File: src/rtl/glm_pkg.sv
// Shared constants and types for the GLM panel frame buffer.
package glm_pkg;

  // Default panel geometry
  localparam int GLM_COLS_DEF      = 32;
  localparam int GLM_SCAN_ROWS_DEF = 8;

  // rd_data layout: {R1,G1,B1,R2,G2,B2}, top half pixel in the upper field
  localparam int RD_W       = 6;
  localparam int RD_TOP_MSB = 5;
  localparam int RD_TOP_LSB = 3;
  localparam int RD_BOT_MSB = 2;
  localparam int RD_BOT_LSB = 0;

  // Frame-swap controller states
  typedef enum logic [0:0] {
    SWAP_IDLE    = 1'b0,
    SWAP_PENDING = 1'b1
  } swap_state_e;

endpackage

File: src/rtl/glm_fb_ram.sv
// Half-panel pixel memory: one write port, one registered read port.
// A same-address read and write in one cycle returns the previous contents.
module glm_fb_ram
  import glm_pkg::*;
#(
  parameter int AW = 8,
  parameter int DW = 3
) (
  input  logic          clk,
  input  logic          rst,
  input  logic          we,
  input  logic [AW-1:0] waddr,
  input  logic [DW-1:0] wdata,
  input  logic          re,
  input  logic [AW-1:0] raddr,
  output logic [DW-1:0] rdata
);

  logic [DW-1:0] mem_r [2**AW];

  // Pixel storage update; contents are not reset
  always_ff @(posedge clk) begin
    if (we) begin
      mem_r[waddr] <= wdata;
    end
  end

  // Registered read, held while re is low
  always_ff @(posedge clk) begin
    if (rst) begin
      rdata <= {DW{1'b0}};
    end else if (re) begin
      rdata <= mem_r[raddr];
    end
  end

endmodule

File: src/rtl/glm_framebuf.sv
// GLM LED-panel frame buffer: host writes pixels into the back bank, the scan
// driver reads top/bottom half pixel pairs from the front bank.
// Build option GLM_FB_DOUBLE_EN: defined -> double-buffered with a frame-swap
// controller; undefined -> one shared bank, swap_req is acknowledged next cycle.
module glm_framebuf
  import glm_pkg::*;
#(
  parameter int COLS      = GLM_COLS_DEF,
  parameter int SCAN_ROWS = GLM_SCAN_ROWS_DEF
) (
  input  logic                           clk,
  input  logic                           rst,
  input  logic                           wr_en,
  input  logic [$clog2(COLS)-1:0]        wr_x,
  input  logic [$clog2(2*SCAN_ROWS)-1:0] wr_y,
  input  logic [2:0]                     wr_rgb,
  input  logic                           clr_req,
  output logic                           busy,
  input  logic                           swap_req,
  output logic                           swap_ack,
  input  logic                           rd_en,
  input  logic [$clog2(SCAN_ROWS)-1:0]   rd_row,
  input  logic [$clog2(COLS)-1:0]        rd_col,
  input  logic                           frame_end,
  output logic [RD_W-1:0]                rd_data,
  output logic                           rd_valid
);

  localparam int XW = $clog2(COLS);
  localparam int RW = $clog2(SCAN_ROWS);
  localparam int YW = RW + 1;
  localparam int AW = RW + XW;
`ifdef GLM_FB_DOUBLE_EN
  localparam int NBANK = 2;
`else
  localparam int NBANK = 1;
`endif

  logic          busy_r;
  logic [AW-1:0] clr_cnt_r;
  logic          swap_ack_r;
  logic          rd_valid_r;
  logic          swap_go_s;
  logic          back_bank_s;
  logic          host_wr_s;
  logic [AW-1:0] ram_waddr_s;
  logic [2:0]    ram_wdata_s;
  logic [1:0]    half_we_s;   // [0] top half, [1] bottom half
  logic [2:0]    ram_rdata_s [NBANK][2];

  // Write-port steering: the clear sequencer owns both halves while busy
  always_comb begin
    host_wr_s   = wr_en & ~busy_r;
    ram_waddr_s = {wr_y[RW-1:0], wr_x};
    ram_wdata_s = wr_rgb;
    half_we_s   = 2'b00;
    if (busy_r) begin
      ram_waddr_s = clr_cnt_r;
      ram_wdata_s = 3'b000;
      half_we_s   = 2'b11;
    end else begin
      half_we_s = {wr_y[YW-1] & host_wr_s, ~wr_y[YW-1] & host_wr_s};
    end
  end

  // Clear sequencer: one address per cycle across the whole back bank
  always_ff @(posedge clk) begin
    if (rst) begin
      busy_r    <= 1'b0;
      clr_cnt_r <= {AW{1'b0}};
    end else if (busy_r) begin
      clr_cnt_r <= clr_cnt_r + AW'(1'b1);
      if (clr_cnt_r == {AW{1'b1}}) begin
        busy_r <= 1'b0;
      end
    end else if (clr_req) begin
      busy_r    <= 1'b1;
      clr_cnt_r <= {AW{1'b0}};
    end
  end

`ifdef GLM_FB_DOUBLE_EN
  swap_state_e state_r;
  swap_state_e state_nx_s;
  logic        front_r;
  logic        rd_bank_r;

  // Swap controller state and front-bank select
  always_ff @(posedge clk) begin
    if (rst) begin
      state_r <= SWAP_IDLE;
      front_r <= 1'b0;
    end else begin
      state_r <= state_nx_s;
      front_r <= front_r ^ swap_go_s;
    end
  end

  // Swap controller next state: swap lands on a frame_end cycle
  always_comb begin
    state_nx_s = state_r;
    swap_go_s  = 1'b0;
    case (state_r)
      SWAP_IDLE: begin
        if (swap_req && !busy_r) begin
          if (frame_end) begin
            swap_go_s = 1'b1;
          end else begin
            state_nx_s = SWAP_PENDING;
          end
        end else begin
          state_nx_s = SWAP_IDLE;
        end
      end
      SWAP_PENDING: begin
        if (frame_end) begin
          swap_go_s  = 1'b1;
          state_nx_s = SWAP_IDLE;
        end else begin
          state_nx_s = SWAP_PENDING;
        end
      end
      default: begin
        state_nx_s = SWAP_IDLE;
      end
    endcase
  end

  assign back_bank_s = ~front_r;

  // Remember which bank a read targeted so its data stays selected until the next read
  always_ff @(posedge clk) begin
    if (rst) begin
      rd_bank_r <= 1'b0;
    end else if (rd_en) begin
      rd_bank_r <= front_r;
    end
  end

  // Pack the two half-panel pixels of the selected bank
  always_comb begin
    rd_data = {RD_W{1'b0}};
    rd_data[RD_TOP_MSB:RD_TOP_LSB] = ram_rdata_s[rd_bank_r][0];
    rd_data[RD_BOT_MSB:RD_BOT_LSB] = ram_rdata_s[rd_bank_r][1];
  end
`else
  logic unused_frame_end_s;

  // Single bank: a swap request is acknowledged without waiting for frame_end
  always_comb begin
    swap_go_s          = swap_req & ~busy_r;
    back_bank_s        = 1'b0;
    unused_frame_end_s = frame_end;
  end

  // Pack the two half-panel pixels of the shared bank
  always_comb begin
    rd_data = {RD_W{1'b0}};
    rd_data[RD_TOP_MSB:RD_TOP_LSB] = ram_rdata_s[0][0];
    rd_data[RD_BOT_MSB:RD_BOT_LSB] = ram_rdata_s[0][1];
  end
`endif

  // Registered swap acknowledge and read-valid strobes
  always_ff @(posedge clk) begin
    if (rst) begin
      swap_ack_r <= 1'b0;
      rd_valid_r <= 1'b0;
    end else begin
      swap_ack_r <= swap_go_s;
      rd_valid_r <= rd_en;
    end
  end

  assign busy     = busy_r;
  assign swap_ack = swap_ack_r;
  assign rd_valid = rd_valid_r;

  for (genvar b = 0; b < NBANK; b++) begin : g_bank
    for (genvar h = 0; h < 2; h++) begin : g_half
      glm_fb_ram #(.AW(AW), .DW(3)) u_ram (
        .clk   (clk),
        .rst   (rst),
        .we    (half_we_s[h] & (back_bank_s == 1'(b))),
        .waddr (ram_waddr_s),
        .wdata (ram_wdata_s),
        .re    (rd_en),
        .raddr ({rd_row, rd_col}),
        .rdata (ram_rdata_s[b][h])
      );
    end
  end

endmodule

File: config.mk
export PLATFORM = sky130hd
export DESIGN_NAME = glm_framebuf
export DESIGN_NICKNAME = d
export VERILOG_FILES = /design/src/rtl/glm_pkg.sv /design/src/rtl/glm_fb_ram.sv /design/src/rtl/glm_framebuf.sv
export SDC_FILE = /design/constraint.sdc
export NUM_CORES = 2
export LEC_CHECK = 0
export ABC_AREA = 1
export CAP_MARGIN = 25
export CORE_ASPECT_RATIO = 1.5
export CORE_MARGIN = 1
export CORE_UTILIZATION = 47
export CTS_CLUSTER_SIZE = 10
export DETAILED_ROUTE_END_ITERATION = 6
export PLACE_DENSITY_LB_ADDON = 0.3
export SYNTH_ARGS = -nofsm -noshare
export SYNTH_HDL_FRONTEND = slang
export SYNTH_SLANG_ARGS = --single-unit
File: constraint.sdc
create_clock -name clk -period 19.1 [get_ports clk]
set_input_delay 5.73 -clock clk [delete_from_list [all_inputs] [get_ports clk]]
set_output_delay 5.73 -clock clk [all_outputs]
set_load 0.02 [all_outputs]
# --- After elaboration in Yosys (flattened, before gate mapping) ---
# Memories as Yosys holds them, arrays and structs flattened. A register that Yosys moved wholly into a read port is not among the register bits.
# Index checks and enable logic that the tools add are counted.
word_totals:
  ff_bits: 11
  mem_bits_rw: 1536
  input_bits: 27
  output_inout_bits: 9
  word_cells: 27
  memories: 2
mem_list:
  columns: ["memory", "words", "word_bits", "read_ports", "rd_ports_with_merged_regs", "wr", "line", "text"]
  rows:
  - ["g_bank[0].g_half[0].u_ram.mem_r", 256, 3, 1, 1, 1, "glm_fb_ram.sv:19", "logic [DW-1:0] mem_r [2**AW];"]
  - ["g_bank[0].g_half[1].u_ram.mem_r", 256, 3, 1, 1, 1, "glm_fb_ram.sv:19", null]
op_classes:
  add_sub_neg: 1
  eq_ne: 1
  n_mux: 12
  bitwise: 6
  n_reduce_logical: 1
op_table:
  columns: ["operator", "n"]
  rows:
  - ["8-bit 2-to-1 mux", 3]
  - ["8-bit by 1-bit adder with 8-bit output (second input constant)", 1]
  - ["8-bit equality test (second input constant)", 1]
  - ["1-bit 2-to-1 mux", 7]
  - ["1-bit bitwise AND", 4]
  - ["3-bit 2-to-1 mux", 1]
  - ["2-bit 2-to-1 mux", 1]
  - ["1-bit inverter", 2]
  - ["2-bit nonzero test", 1]

# --- Depth between registers and ports, before layout ---
depth:
  word_depth: 6
  mapped_depth: 17
  ltp_nobuf: 13

# --- Hierarchy ---
# Synthesis repeated with hierarchy kept, for this count alone.
unflattened:
  hier_cells: 5883
  area_unflattened_um2: 65462.8
by_module_without_submodules:
  columns: ["mod", "n_inst", "cells_each", "area_each_um2", "seq_area_each_um2"]
  rows:
  - ["glm_fb_ram", 2, 2887, 32411.1, 23122.2]
  - ["glm_framebuf", 1, 109, 640.6, 220.2]

# --- Least setup slack after synthesis ---
# Ideal clock, no wire load.
synth_timing:
  path_type: "input-to-reg"
  startpoint: "in wr_rgb[0]"
  endpoint: "mem g_bank[0].g_half[0].u_ram.mem_r[0][0], data pin"
  t_arrival_ps: 17629
  required_ps: 16489
  setup_slack_ps: -1140
  stages: 2
  path_buffers: 0
  path_cell_list: "inv_1 -> nor2_1"
synth_between:
  elab_chain_cells: 1
synth_lines:
  columns: ["item", "line", "text"]
  rows:
  - ["from (decl)", "glm_framebuf.sv:16", "input logic [2:0] wr_rgb,"]
  - ["3-bit 2-to-1 mux", "glm_framebuf.sv:57", "if (busy_r) begin"]
  - ["net g_bank[0].g_half[0].u_ram.wdata[0]", "glm_fb_ram.sv:13", "input logic [DW-1:0] wdata,"]
  - ["to (decl)", "glm_fb_ram.sv:19", null]
# The timed path passes the listed nets, and every way through them passes these cells.

==> results.yml <==
setup_path:
  r2r_setup_slack_ps: 15430
  cp_max_fo: 87
  cp-endpoint: "g_bank[0].g_half[0].u_ram.rdata[2]"
  r2r-end: "g_bank[0].g_half[1].u_ram.mem_r[196][0]"
  startpoint_type: "primary input"
  timing_worst_setup_path_type: "in -> reg"
  arrival_ps: 10230
  rr_worst_depth: 5
  cp.required_ps: 19770
  critPathCaptureType: "flip-flop"
  crit_start: "rd_col[1]"
  r2r_start: "busy"
grt:
  grt_pass1_wl_um: 251000
  grt_pass1_vias: 43600
  grt_usage_pct: 23.6
  grt_max_degree: 208
  antenna_found_initial: 3
  grt_overflow_total: 0
floorplanning:
  die_w_um: 308
  coreArea_um2: 139000
  rows: 167
  dieArea_um2: 142000
  ios: 36
  start_util_pct: 47.5
  dieHeight_um: 460
synthesis:
  synth-edff-count: 1536
  synthArstFlopShare_pct: 0
  syn-num-nets: 6030
  syn_avg_cell_area_um2: 11.0
  synthCells: 6002
  ys.flop_type: "edfxtp_1"
  yosys.area.top_type_share_pct: 70.1
  post-synth-top-area-cell: "edfxtp_1"
  synth_seq_cells: 1553
  synth_cell_types: 26
  syn_area_um2: 65800
  synth_area_leaders: "edfxtp_1 (70%), nand3_1 (11%), nand2_1 (11%), nor2_1 (3.1%), buf_2 (1.6%)"
  yosysSeqAreaShare_pct: 70.6
  yosys_warnings: 0
routing:
  wl_um: 167000
  drt_iter0_markers: 3636
  route.detailed.drc: 0
  vias: 44000
  wl_per_cell_um: 21.6
  routed_via_density: 5.68
  final_antenna_net_count: 0
  first_pass_iters: 6
timing:
  slew_headroom_pct: 24.3
  min_period_ps: 9560
  rsz0062_at_grt: "no"
  final-hold-violation-count: 0
  setup_viol_count_final: 0
  max_freq_mhz: 105
  finalCritPeriodShare_pct: 50.1
  worst_slew_pin_slew_ps: 1130
  fin_skew_ps: 23.5
  fin_setup_tns_ps: 0
  slew_viol_final: 0
cts:
  cts.repair.resized: 0
  tritoncts: "done"
  ctsHtreeMaxLevel: 4
  clock_path_buffers: 3
  hold_buffers: 0
  clock_sinks: 1553
  worstSkewPairLatency_ps: 790
  cts_setup_buffers: 0
  cts-buffers-inserted: 173
  clk_pin_slew_ps: 50
  root_buffer: "clkbuf_16"
final_layout:
  drive_above_1_share_pct: 5.30
  syn_to_final_growth_pct: 9.08
  layout_common_cells: "nand2_1 (1881), edfxtp_1 (1536), nand3_1 (1508)"
  layout_commonest_cell: "nand2_1"
  final_nets: 5881
power:
  vdd_ir_drop_max_v: 0.0000811
  leakage_uw: 0.0251
  p_total_uw: 7180
  powerDensity_nw_per_um2: 100
placement:
  place_hpwl_um: 93000
  portBuffers: 34
  gp_congestion: 0.842
job:
  cap_violations: 0
min_path:
  min_path_type: "reg -> reg"
status:
  outcome: "finished, final reports clean"
layout make-up:
cell class	instances	area (µm²)
tap	1859	2330
multi-input combinational	3983	17100
clock buffer	200	4660
antenna	1	2.50
clock inverter	5	51.3
sequential	1553	46500
inverter	37	161
timing repair buffer	105	1040
fill	11900	66700
where the power goes:
group          total [µW]  leakage, µW  switching, µW  internal, µW
combinational         503      0.00873            398           105
clock                2900      0.00231           1210          1690
sequential           3780       0.0141           2.40          3780
total                7180       0.0251           1610          5570
routing by layer:
metal | wire [µm] | vias to the layer above | track usage [%] | part of all wire [%]
li1 | - | 20500 | - | -
met3 | 10900 | 416 | 3.22 | 6.5
met1 | 62700 | 21300 | 28.2 | 38
met5 | 24 | - | 0 | 0.014
met2 | 84000 | 1734 | 41.0 | 50
met4 | 9290 | 4 | 13.1 | 5.6
synthesized netlist by cell type (2+ instances only):
master    instances
buf_2           208
o21ai_1           5
a21oi_1           8
a211oi_1          2
or2_1             2
buf_4            40
nor2_2           32
nand2_1        1881
clkbuf_1        111
dfxtp_1          17
buf_1            39
inv_2             6
nor2_1          538
inv_1            30
edfxtp_1       1536
buf_6            30
nand3_1        1508
registers in the layout (all words and copies together), names as in the netlist:
signal	flops
clr_cnt_r	8
g_bank.g_half.u_ram.rdata	6
g_bank.g_half.u_ram.mem_r	1536
busy	1
swap_ack	1
rd_valid	1
stage by stage:
stage	setup slack (ps)	hold slack (ps)	instances	util (%)	area (µm²)
6_report	9540	483	7743	51.8	71800
5_1_grt	9420	523	7743	51.8	71800
4_1_cts	9600	484	7739	51.8	71700
3_5_place_dp	8760	478	7534	48.4	67000
3_3_place_gp	8840	456	7533	48.4	67000
2_1_floorplan	4560	444	6002	-	65800
kinds of logic (layout without fill, tap and decap cells):
family | count (synthesis) | count (layout) | synth area share [%]
AND/OR/NAND/NOR | 3963 | 3963 | 25.6
flip-flops | 1553 | 1553 | 70.6
buffers and inverters | 466 | 347 | 3.64
AO/OA/AOI/OAI | 19 | 19 | 0.163
adder cells (fa/ha/maj) | 1 | 1 | 0.0190
other | 0 | 1 | 0
critical path, cell delays in order:
cell	delay, ps
buf_8	430
buf_4	770
buf_4	760
buf_4	670
nand3_1	160
nand3_1	140
nand3_1	90
nand3_1	230
nand3_1	200
nand2_1	240
nand2_1	80
nand3_1	190
nand3_1	210
nand2_1	110
inv_1	50
worst min path at each step:
stage                     depth (start not counted)      endpoint    startpoint  slack [ps]
after floorplan                                   1          busy  clr_cnt_r[7]         440
after global placement                            1          busy  clr_cnt_r[7]         460
after detailed placement                          2  clr_cnt_r[7]  clr_cnt_r[7]         480
after CTS                                         2  clr_cnt_r[7]  clr_cnt_r[7]         480
after global routing                              1          busy  clr_cnt_r[7]         520
final                                             1          busy  clr_cnt_r[7]         480
No activity file was read; power rests on OpenSTA's default activity.
